--- config.mk ---
export PLATFORM = sky130hd
export DESIGN_NAME = grf_scoreboard_flat
export DESIGN_NICKNAME = d
export VERILOG_FILES = /design/src/rtl/grf_scoreboard_if.sv /design/src/rtl/grf_scoreboard.sv /design/src/flat_wrapper.sv
export SDC_FILE = /design/constraint.sdc
export NUM_CORES = 1
export LEC_CHECK = 0
export ABC_AREA = 1
export CAP_MARGIN = 20
export CORE_ASPECT_RATIO = 0.8
export CORE_UTILIZATION = 40
export DETAILED_ROUTE_END_ITERATION = 16
export SETUP_SLACK_MARGIN = 0.4
export SYNTH_ARGS = -nofsm -noshare
export SYNTH_HDL_FRONTEND = slang
export SYNTH_SLANG_ARGS = --single-unit
export TNS_END_PERCENT = 5
--- constraint.sdc ---
create_clock -name clk -period 2.66 [get_ports clk]
set_input_delay 0.665 -clock clk [delete_from_list [all_inputs] [get_ports clk]]
set_output_delay 0.665 -clock clk [all_outputs]
set_load 0.02 [all_outputs]
--- src/rtl/grf_scoreboard_if.sv ---
`default_nettype none
// ============================================================================
//  Module      : grf_scoreboard_if
//  Description : Decode-stage hazard interface between the D-stage control
//                (master) and the GRF scoreboard (slave).
//                master drives : issue_we, issue_rd, issue_tnew,
//                                rs_used, rs_addr, rs_tuse,
//                                rt_used, rt_addr, rt_tuse
//                slave drives  : stall, fwd_rs_sel, fwd_rt_sel, stall_cnt
//  Revision    : 1.0 - initial release
// ============================================================================
interface grf_scoreboard_if;
  logic        issue_we;
  logic [4:0]  issue_rd;
  logic [1:0]  issue_tnew;
  logic        rs_used;
  logic [4:0]  rs_addr;
  logic [1:0]  rs_tuse;
  logic        rt_used;
  logic [4:0]  rt_addr;
  logic [1:0]  rt_tuse;
  logic        stall;
  logic [1:0]  fwd_rs_sel;
  logic [1:0]  fwd_rt_sel;
  logic [31:0] stall_cnt;

  modport master (
    output issue_we, issue_rd, issue_tnew,
    output rs_used, rs_addr, rs_tuse,
    output rt_used, rt_addr, rt_tuse,
    input  stall, fwd_rs_sel, fwd_rt_sel, stall_cnt
  );

  modport slave (
    input  issue_we, issue_rd, issue_tnew,
    input  rs_used, rs_addr, rs_tuse,
    input  rt_used, rt_addr, rt_tuse,
    output stall, fwd_rs_sel, fwd_rt_sel, stall_cnt
  );
endinterface
`default_nettype wire

--- src/rtl/grf_scoreboard.sv ---
`default_nettype none
// ============================================================================
//  Module      : grf_scoreboard
//  Description : Tracks register writes in flight in E, M and W and compares
//                them with the D-stage source registers. Produces the D-stage
//                stall and the E/M bypass selects for rs and rt. W-stage
//                results are bypassed inside the register file itself.
//  Ports       : clk    - clock
//                reset  - synchronous, active-high reset
//                sb     - grf_scoreboard_if.slave
//                         in : issue_we/rd/tnew, rs_used/addr/tuse,
//                              rt_used/addr/tuse
//                         out: stall, fwd_rs_sel, fwd_rt_sel (0 GRF, 1 E,
//                              2 M), stall_cnt (stalled cycles since reset)
//  Revision    : 1.0 - initial release
// ============================================================================
module grf_scoreboard (
  input  wire logic         clk,
  input  wire logic         reset,
  grf_scoreboard_if.slave   sb
);

  localparam logic [1:0] c_SEL_GRF = 2'd0;
  localparam logic [1:0] c_SEL_E   = 2'd1;
  localparam logic [1:0] c_SEL_M   = 2'd2;

  // In-flight slots: {valid, rd, tnew} for E, M, W
  logic        r_e_valid, r_m_valid, r_w_valid;
  logic [4:0]  r_e_rd,    r_m_rd,    r_w_rd;
  logic [1:0]  r_e_tnew,  r_m_tnew,  r_w_tnew;
  logic [31:0] r_stall_cnt;

  logic [2:0]  w_rs_res;
  logic [2:0]  w_rt_res;
  logic        w_stall;

  // Resolve one source against the slots. Returns {stall, fwd_sel}.
  // Only the youngest matching slot is considered (E > M > W).
  function automatic logic [2:0] f_resolve(
    input logic       used,
    input logic [4:0] addr,
    input logic [1:0] tuse,
    input logic       e_v, input logic [4:0] e_rd, input logic [1:0] e_tn,
    input logic       m_v, input logic [4:0] m_rd, input logic [1:0] m_tn,
    input logic       w_v, input logic [4:0] w_rd, input logic [1:0] w_tn
  );
    logic       live;
    logic [2:0] res;
    live = used && (addr != 5'd0);
    res  = {1'b0, c_SEL_GRF};
    if (live && e_v && (e_rd == addr)) begin
      res = {(e_tn > tuse), (e_tn == 2'd0) ? c_SEL_E : c_SEL_GRF};
    end else if (live && m_v && (m_rd == addr)) begin
      res = {(m_tn > tuse), (m_tn == 2'd0) ? c_SEL_M : c_SEL_GRF};
    end else if (live && w_v && (w_rd == addr)) begin
      // Value is read through the register file's internal bypass.
      res = {(w_tn > tuse), c_SEL_GRF};
    end
    return res;
  endfunction

  always_comb begin
    w_rs_res = f_resolve(sb.rs_used, sb.rs_addr, sb.rs_tuse,
                         r_e_valid, r_e_rd, r_e_tnew,
                         r_m_valid, r_m_rd, r_m_tnew,
                         r_w_valid, r_w_rd, r_w_tnew);
    w_rt_res = f_resolve(sb.rt_used, sb.rt_addr, sb.rt_tuse,
                         r_e_valid, r_e_rd, r_e_tnew,
                         r_m_valid, r_m_rd, r_m_tnew,
                         r_w_valid, r_w_rd, r_w_tnew);
    w_stall  = w_rs_res[2] | w_rt_res[2];
  end

  assign sb.stall      = w_stall;
  assign sb.fwd_rs_sel = w_rs_res[1:0];
  assign sb.fwd_rt_sel = w_rt_res[1:0];
  assign sb.stall_cnt  = r_stall_cnt;

  always_ff @(posedge clk) begin
    if (reset) begin
      r_e_valid   <= 1'b0;
      r_e_rd      <= 5'd0;
      r_e_tnew    <= 2'd0;
      r_m_valid   <= 1'b0;
      r_m_rd      <= 5'd0;
      r_m_tnew    <= 2'd0;
      r_w_valid   <= 1'b0;
      r_w_rd      <= 5'd0;
      r_w_tnew    <= 2'd0;
      r_stall_cnt <= 32'd0;
    end else begin
      r_w_valid <= r_m_valid;
      r_w_rd    <= r_m_rd;
      r_w_tnew  <= 2'd0;

      r_m_valid <= r_e_valid;
      r_m_rd    <= r_e_rd;
      r_m_tnew  <= (r_e_tnew == 2'd0) ? 2'd0 : (r_e_tnew - 2'd1);

      // A stalled D instruction enters E as a bubble; writes to $0 are
      // never recorded.
      r_e_valid <= sb.issue_we && (sb.issue_rd != 5'd0) && !w_stall;
      r_e_rd    <= sb.issue_rd;
      r_e_tnew  <= sb.issue_tnew;

      if (w_stall) begin
        r_stall_cnt <= r_stall_cnt + 32'd1;
      end
    end
  end

endmodule
`default_nettype wire

--- src/flat_wrapper.sv ---
// flat-port wrapper written by rule: the top's interface ports become plain ports
module grf_scoreboard_flat 
  (clk, reset, sb_issue_we, sb_issue_rd, sb_issue_tnew, sb_rs_used, sb_rs_addr, sb_rs_tuse, sb_rt_used, sb_rt_addr, sb_rt_tuse, sb_stall, sb_fwd_rs_sel, sb_fwd_rt_sel, sb_stall_cnt);
  grf_scoreboard_if sb_i ();
  input  wire logic clk;
  input  wire logic reset;
  input wire logic [$bits(sb_i.issue_we)-1:0] sb_issue_we;
  input wire logic [$bits(sb_i.issue_rd)-1:0] sb_issue_rd;
  input wire logic [$bits(sb_i.issue_tnew)-1:0] sb_issue_tnew;
  input wire logic [$bits(sb_i.rs_used)-1:0] sb_rs_used;
  input wire logic [$bits(sb_i.rs_addr)-1:0] sb_rs_addr;
  input wire logic [$bits(sb_i.rs_tuse)-1:0] sb_rs_tuse;
  input wire logic [$bits(sb_i.rt_used)-1:0] sb_rt_used;
  input wire logic [$bits(sb_i.rt_addr)-1:0] sb_rt_addr;
  input wire logic [$bits(sb_i.rt_tuse)-1:0] sb_rt_tuse;
  output wire logic [$bits(sb_i.stall)-1:0] sb_stall;
  output wire logic [$bits(sb_i.fwd_rs_sel)-1:0] sb_fwd_rs_sel;
  output wire logic [$bits(sb_i.fwd_rt_sel)-1:0] sb_fwd_rt_sel;
  output wire logic [$bits(sb_i.stall_cnt)-1:0] sb_stall_cnt;
  assign sb_i.issue_we = sb_issue_we;
  assign sb_i.issue_rd = sb_issue_rd;
  assign sb_i.issue_tnew = sb_issue_tnew;
  assign sb_i.rs_used = sb_rs_used;
  assign sb_i.rs_addr = sb_rs_addr;
  assign sb_i.rs_tuse = sb_rs_tuse;
  assign sb_i.rt_used = sb_rt_used;
  assign sb_i.rt_addr = sb_rt_addr;
  assign sb_i.rt_tuse = sb_rt_tuse;
  assign sb_stall = sb_i.stall;
  assign sb_fwd_rs_sel = sb_i.fwd_rs_sel;
  assign sb_fwd_rt_sel = sb_i.fwd_rt_sel;
  assign sb_stall_cnt = sb_i.stall_cnt;
  grf_scoreboard u_core (.clk(clk), .reset(reset), .sb(sb_i));
endmodule
==> impl_metrics.ini <==
[status]
status = complete, no violations

[detailed_routing]
vias = 3783
drc = 0
antenna_left = 0
dr.pass1.iters = 5
avgRoutedWirePerCell_um = 13.1
wirelength_um = 10100
drt_iter0_markers = 253
via_per_inst = 4.91

[timing]
whs_ns = 0.447
maxSlewHeadroom_pct = 74.9
rsz0062_at_grt = true
max_freq_mhz = 415
setup_viol = 0
hold_viol_final = 0
fin_crit_sh_pct = 90.6
period_needed_ns = 2.41
clock_skew_ns = 0.0178
slew_violations = 0
worst_slew_pin_slew_ns = 0.374
final.setup.tns_ns = 0

[place]
dp_hpwl_um = 7560
place_area_um2 = 4390
place_congestion = 0.959
dp.cells = 753
io_buffers = 62

[synthesis]
netlist_area_um2 = 3560
synthAdderAreaFrac_pct = 3.52
yosysSeqAreaShare_pct = 27.0
synth_mux_area_share_pct = 0
synth_top_family_by_area = simple AND/OR/NAND/NOR gates
yosys.area_share.simple_pct = 44.6
ys_types = 32
synth_xor_area_share_pct = 6.65
synth-seq-cells = 48
syn_avg_cell_area_um2 = 6.18
syn-instance-count = 575
ys_warn_count = 0
synth-compound-area-share_pct = 5.77
synth_nets = 611

[layout]
fin_cells = 770
area_growth_pct = 32.0
n_antenna_cell = 0
nNetsFinal = 694
drive_above_1_share_pct = 20.1
final_common_cell = nand2_1
final_cell_mix = nand2_1, nor2_1, inv_1
finalInstanceArea_um2 = 4690

[power_and_ir_drop]
powerDensity_nw_per_um2 = 323
p_clk_share_pct = 32.2
comb_power_share_pct = 17.7
ir_drop_mv = 0.202
p_leak_nw = 2.17
switching_share_pct = 28.0
p_sw_uw = 424
power_mw = 1.52
seq_power_share_pct = 50.1
intPower_mw = 1.09

[critical_path]
worstSetupPathType = in2out
cp_data_arrival_time_ns = 1.74
critPathCaptureType = output port
worst_ep_required_time_ns = 2.00
setup.worst_path.start_class = input pin
path_max_fanout = 2

[clocking]
cts_root_buf = clkbuf_8
cts_tree = yes
clock_latency_ns = 0.31
htreeDepth = 2
cts_num_sinks = 48
path_clk_slew_ns = 0.08
numCtsBuffers = 5
clock_path_buffers = 2

[floorplan]
io_pins = 63
die_w_um = 107
die_y_um = 86.3
num_rows = 30
die-area_um2 = 9270
core_um2 = 8560
initial_core_util_pct = 41.5

[grt]
grt_pass1_vias = 3440
grt_max_degree = 38
antenna_found_initial = 0
grt_pass1_wl_um = 16700
track_usage_pct = 23.2
grt-ovfl-total = 0

[flow_run]
drv_cap = 0

[worst_hold_path]
holdCritPathClass = reg2reg
[sequential cells by signal, indices dropped and copies added (netlist names)]
name	cells
u_core.sb.stall_cnt	32
u_core.r_e_rd	5
u_core.r_m_rd	5
u_core.r_e_tnew	2
u_core.r_m_tnew	2
u_core.r_e_valid	1
u_core.r_m_valid	1
[routing by layer]
layer	share of wire, %	GRT usage, %	vias to the layer above
met3	7.4	3.98	8
li1	-	-	1945
met5	0	0	-
met4	1.1	5.60	0
met2	39	33.2	137
met1	52	35.7	1693
[cells in the mapped netlist]
| master | n | area, um2 |
|---|---|---|
| a21boi_1 | 1 | 7.51 |
| a21oi_1 | 34 | 170 |
| a21oi_2 | 1 | 8.76 |
| and2_1 | 1 | 6.26 |
| buf_2 | 2 | 10.0 |
| buf_4 | 4 | 30.0 |
| buf_6 | 7 | 78.8 |
| clkbuf_1 | 3 | 11.3 |
| clkinv_1 | 1 | 3.75 |
| dfxtp_1 | 48 | 961 |
| ha_1 | 10 | 125 |
| inv_1 | 72 | 270 |
| inv_2 | 10 | 37.5 |
| nand2_1 | 159 | 597 |
| nand2_2 | 1 | 6.26 |
| nand2_4 | 1 | 11.3 |
| nand3_1 | 38 | 190 |
| nand3_2 | 11 | 110 |
| nand3b_1 | 3 | 22.5 |
| nand4_1 | 9 | 56.3 |
| nor2_1 | 97 | 364 |
| nor2_2 | 5 | 31.3 |
| nor2_4 | 3 | 33.8 |
| nor2_8 | 1 | 20.0 |
| nor3_1 | 17 | 85.1 |
| nor3_2 | 3 | 30.0 |
| nor3b_1 | 3 | 22.5 |
| o21ai_0 | 1 | 5.00 |
| o21ai_1 | 1 | 5.00 |
| o311ai_0 | 1 | 8.76 |
| xnor2_1 | 4 | 35.0 |
| xor2_1 | 23 | 201 |
[worst paths after layout]
check | start | end | slack [ns] | cells after the start
min reg2reg | u_core.r_e_tnew[0] | u_core.r_m_tnew[0] | 0.45 | 1
max reg2reg | u_core.r_e_rd[2] | u_core.sb.stall_cnt[28] | 0.41 | 16
max | sb_rt_tuse[1] | sb_stall | 0.25 | 9
min | u_core.r_e_tnew[0] | u_core.r_m_tnew[0] | 0.45 | 1
[what timing repair did]
action | CTS | global route
endpoints found under the setup margin | 30 | 30
pin swaps | 32 | 1
setup buffers | 10 | 0
cloned | 0 | 0
gates resized for setup | 123 | 9
hold buffers | 0 | 0
[cell type report]
cell class	instances	area, um2
Timing Repair Buffer	92	841
Fill cell	869	3860
Clock buffer	7	96.3
Multi-Input combinational cell	428	2330
Inverter	83	317
Tap cell	112	140
Sequential cell	48	965
[power by group through the flow]
| stage | clock network (mW) | logic, mW | registers [mW] |
|---|---|---|---|
| 2_1_floorplan | 0 | 0.124 | 0.773 |
| 3_3_place_gp | 0 | 0.222 | 0.773 |
| 3_5_place_dp | 0 | 0.225 | 0.773 |
| 4_1_cts | 0.507 | 0.261 | 0.758 |
| 5_1_grt | 0.536 | 0.296 | 0.763 |
| 6_report | 0.488 | 0.268 | 0.759 |
[cell families (layout without fill, tap and decap cells)]
family,count (synthesis),in the layout
and+or+nand+nor,352,352
buffers and inverters,99,182
DFF,48,48
AOI/OAI and AO/OA,39,39
xor gates and xnor gates,27,27
adders and majority gates,10,10
[critical path: stages]
cell and delay (ns):
buf_6 0.07, inv_4 0.03, buf_6 0.11, ha_4 0.27
a21oi_2 0.05, a21oi_2 0.13, nand4_1 0.15, nand3_2 0.14
buf_6 0.13
[per-stage QoR]
stage / util [%] / setup slack, ns
2_1_floorplan: - / 0.401
3_3_place_gp: 51.3 / -0.646
3_5_place_dp: 51.3 / -0.674
4_1_cts: 54.5 / 0.256
5_1_grt: 54.8 / 0.176
6_report: 54.8 / 0.251
Power figures use the tool's default switching activity.
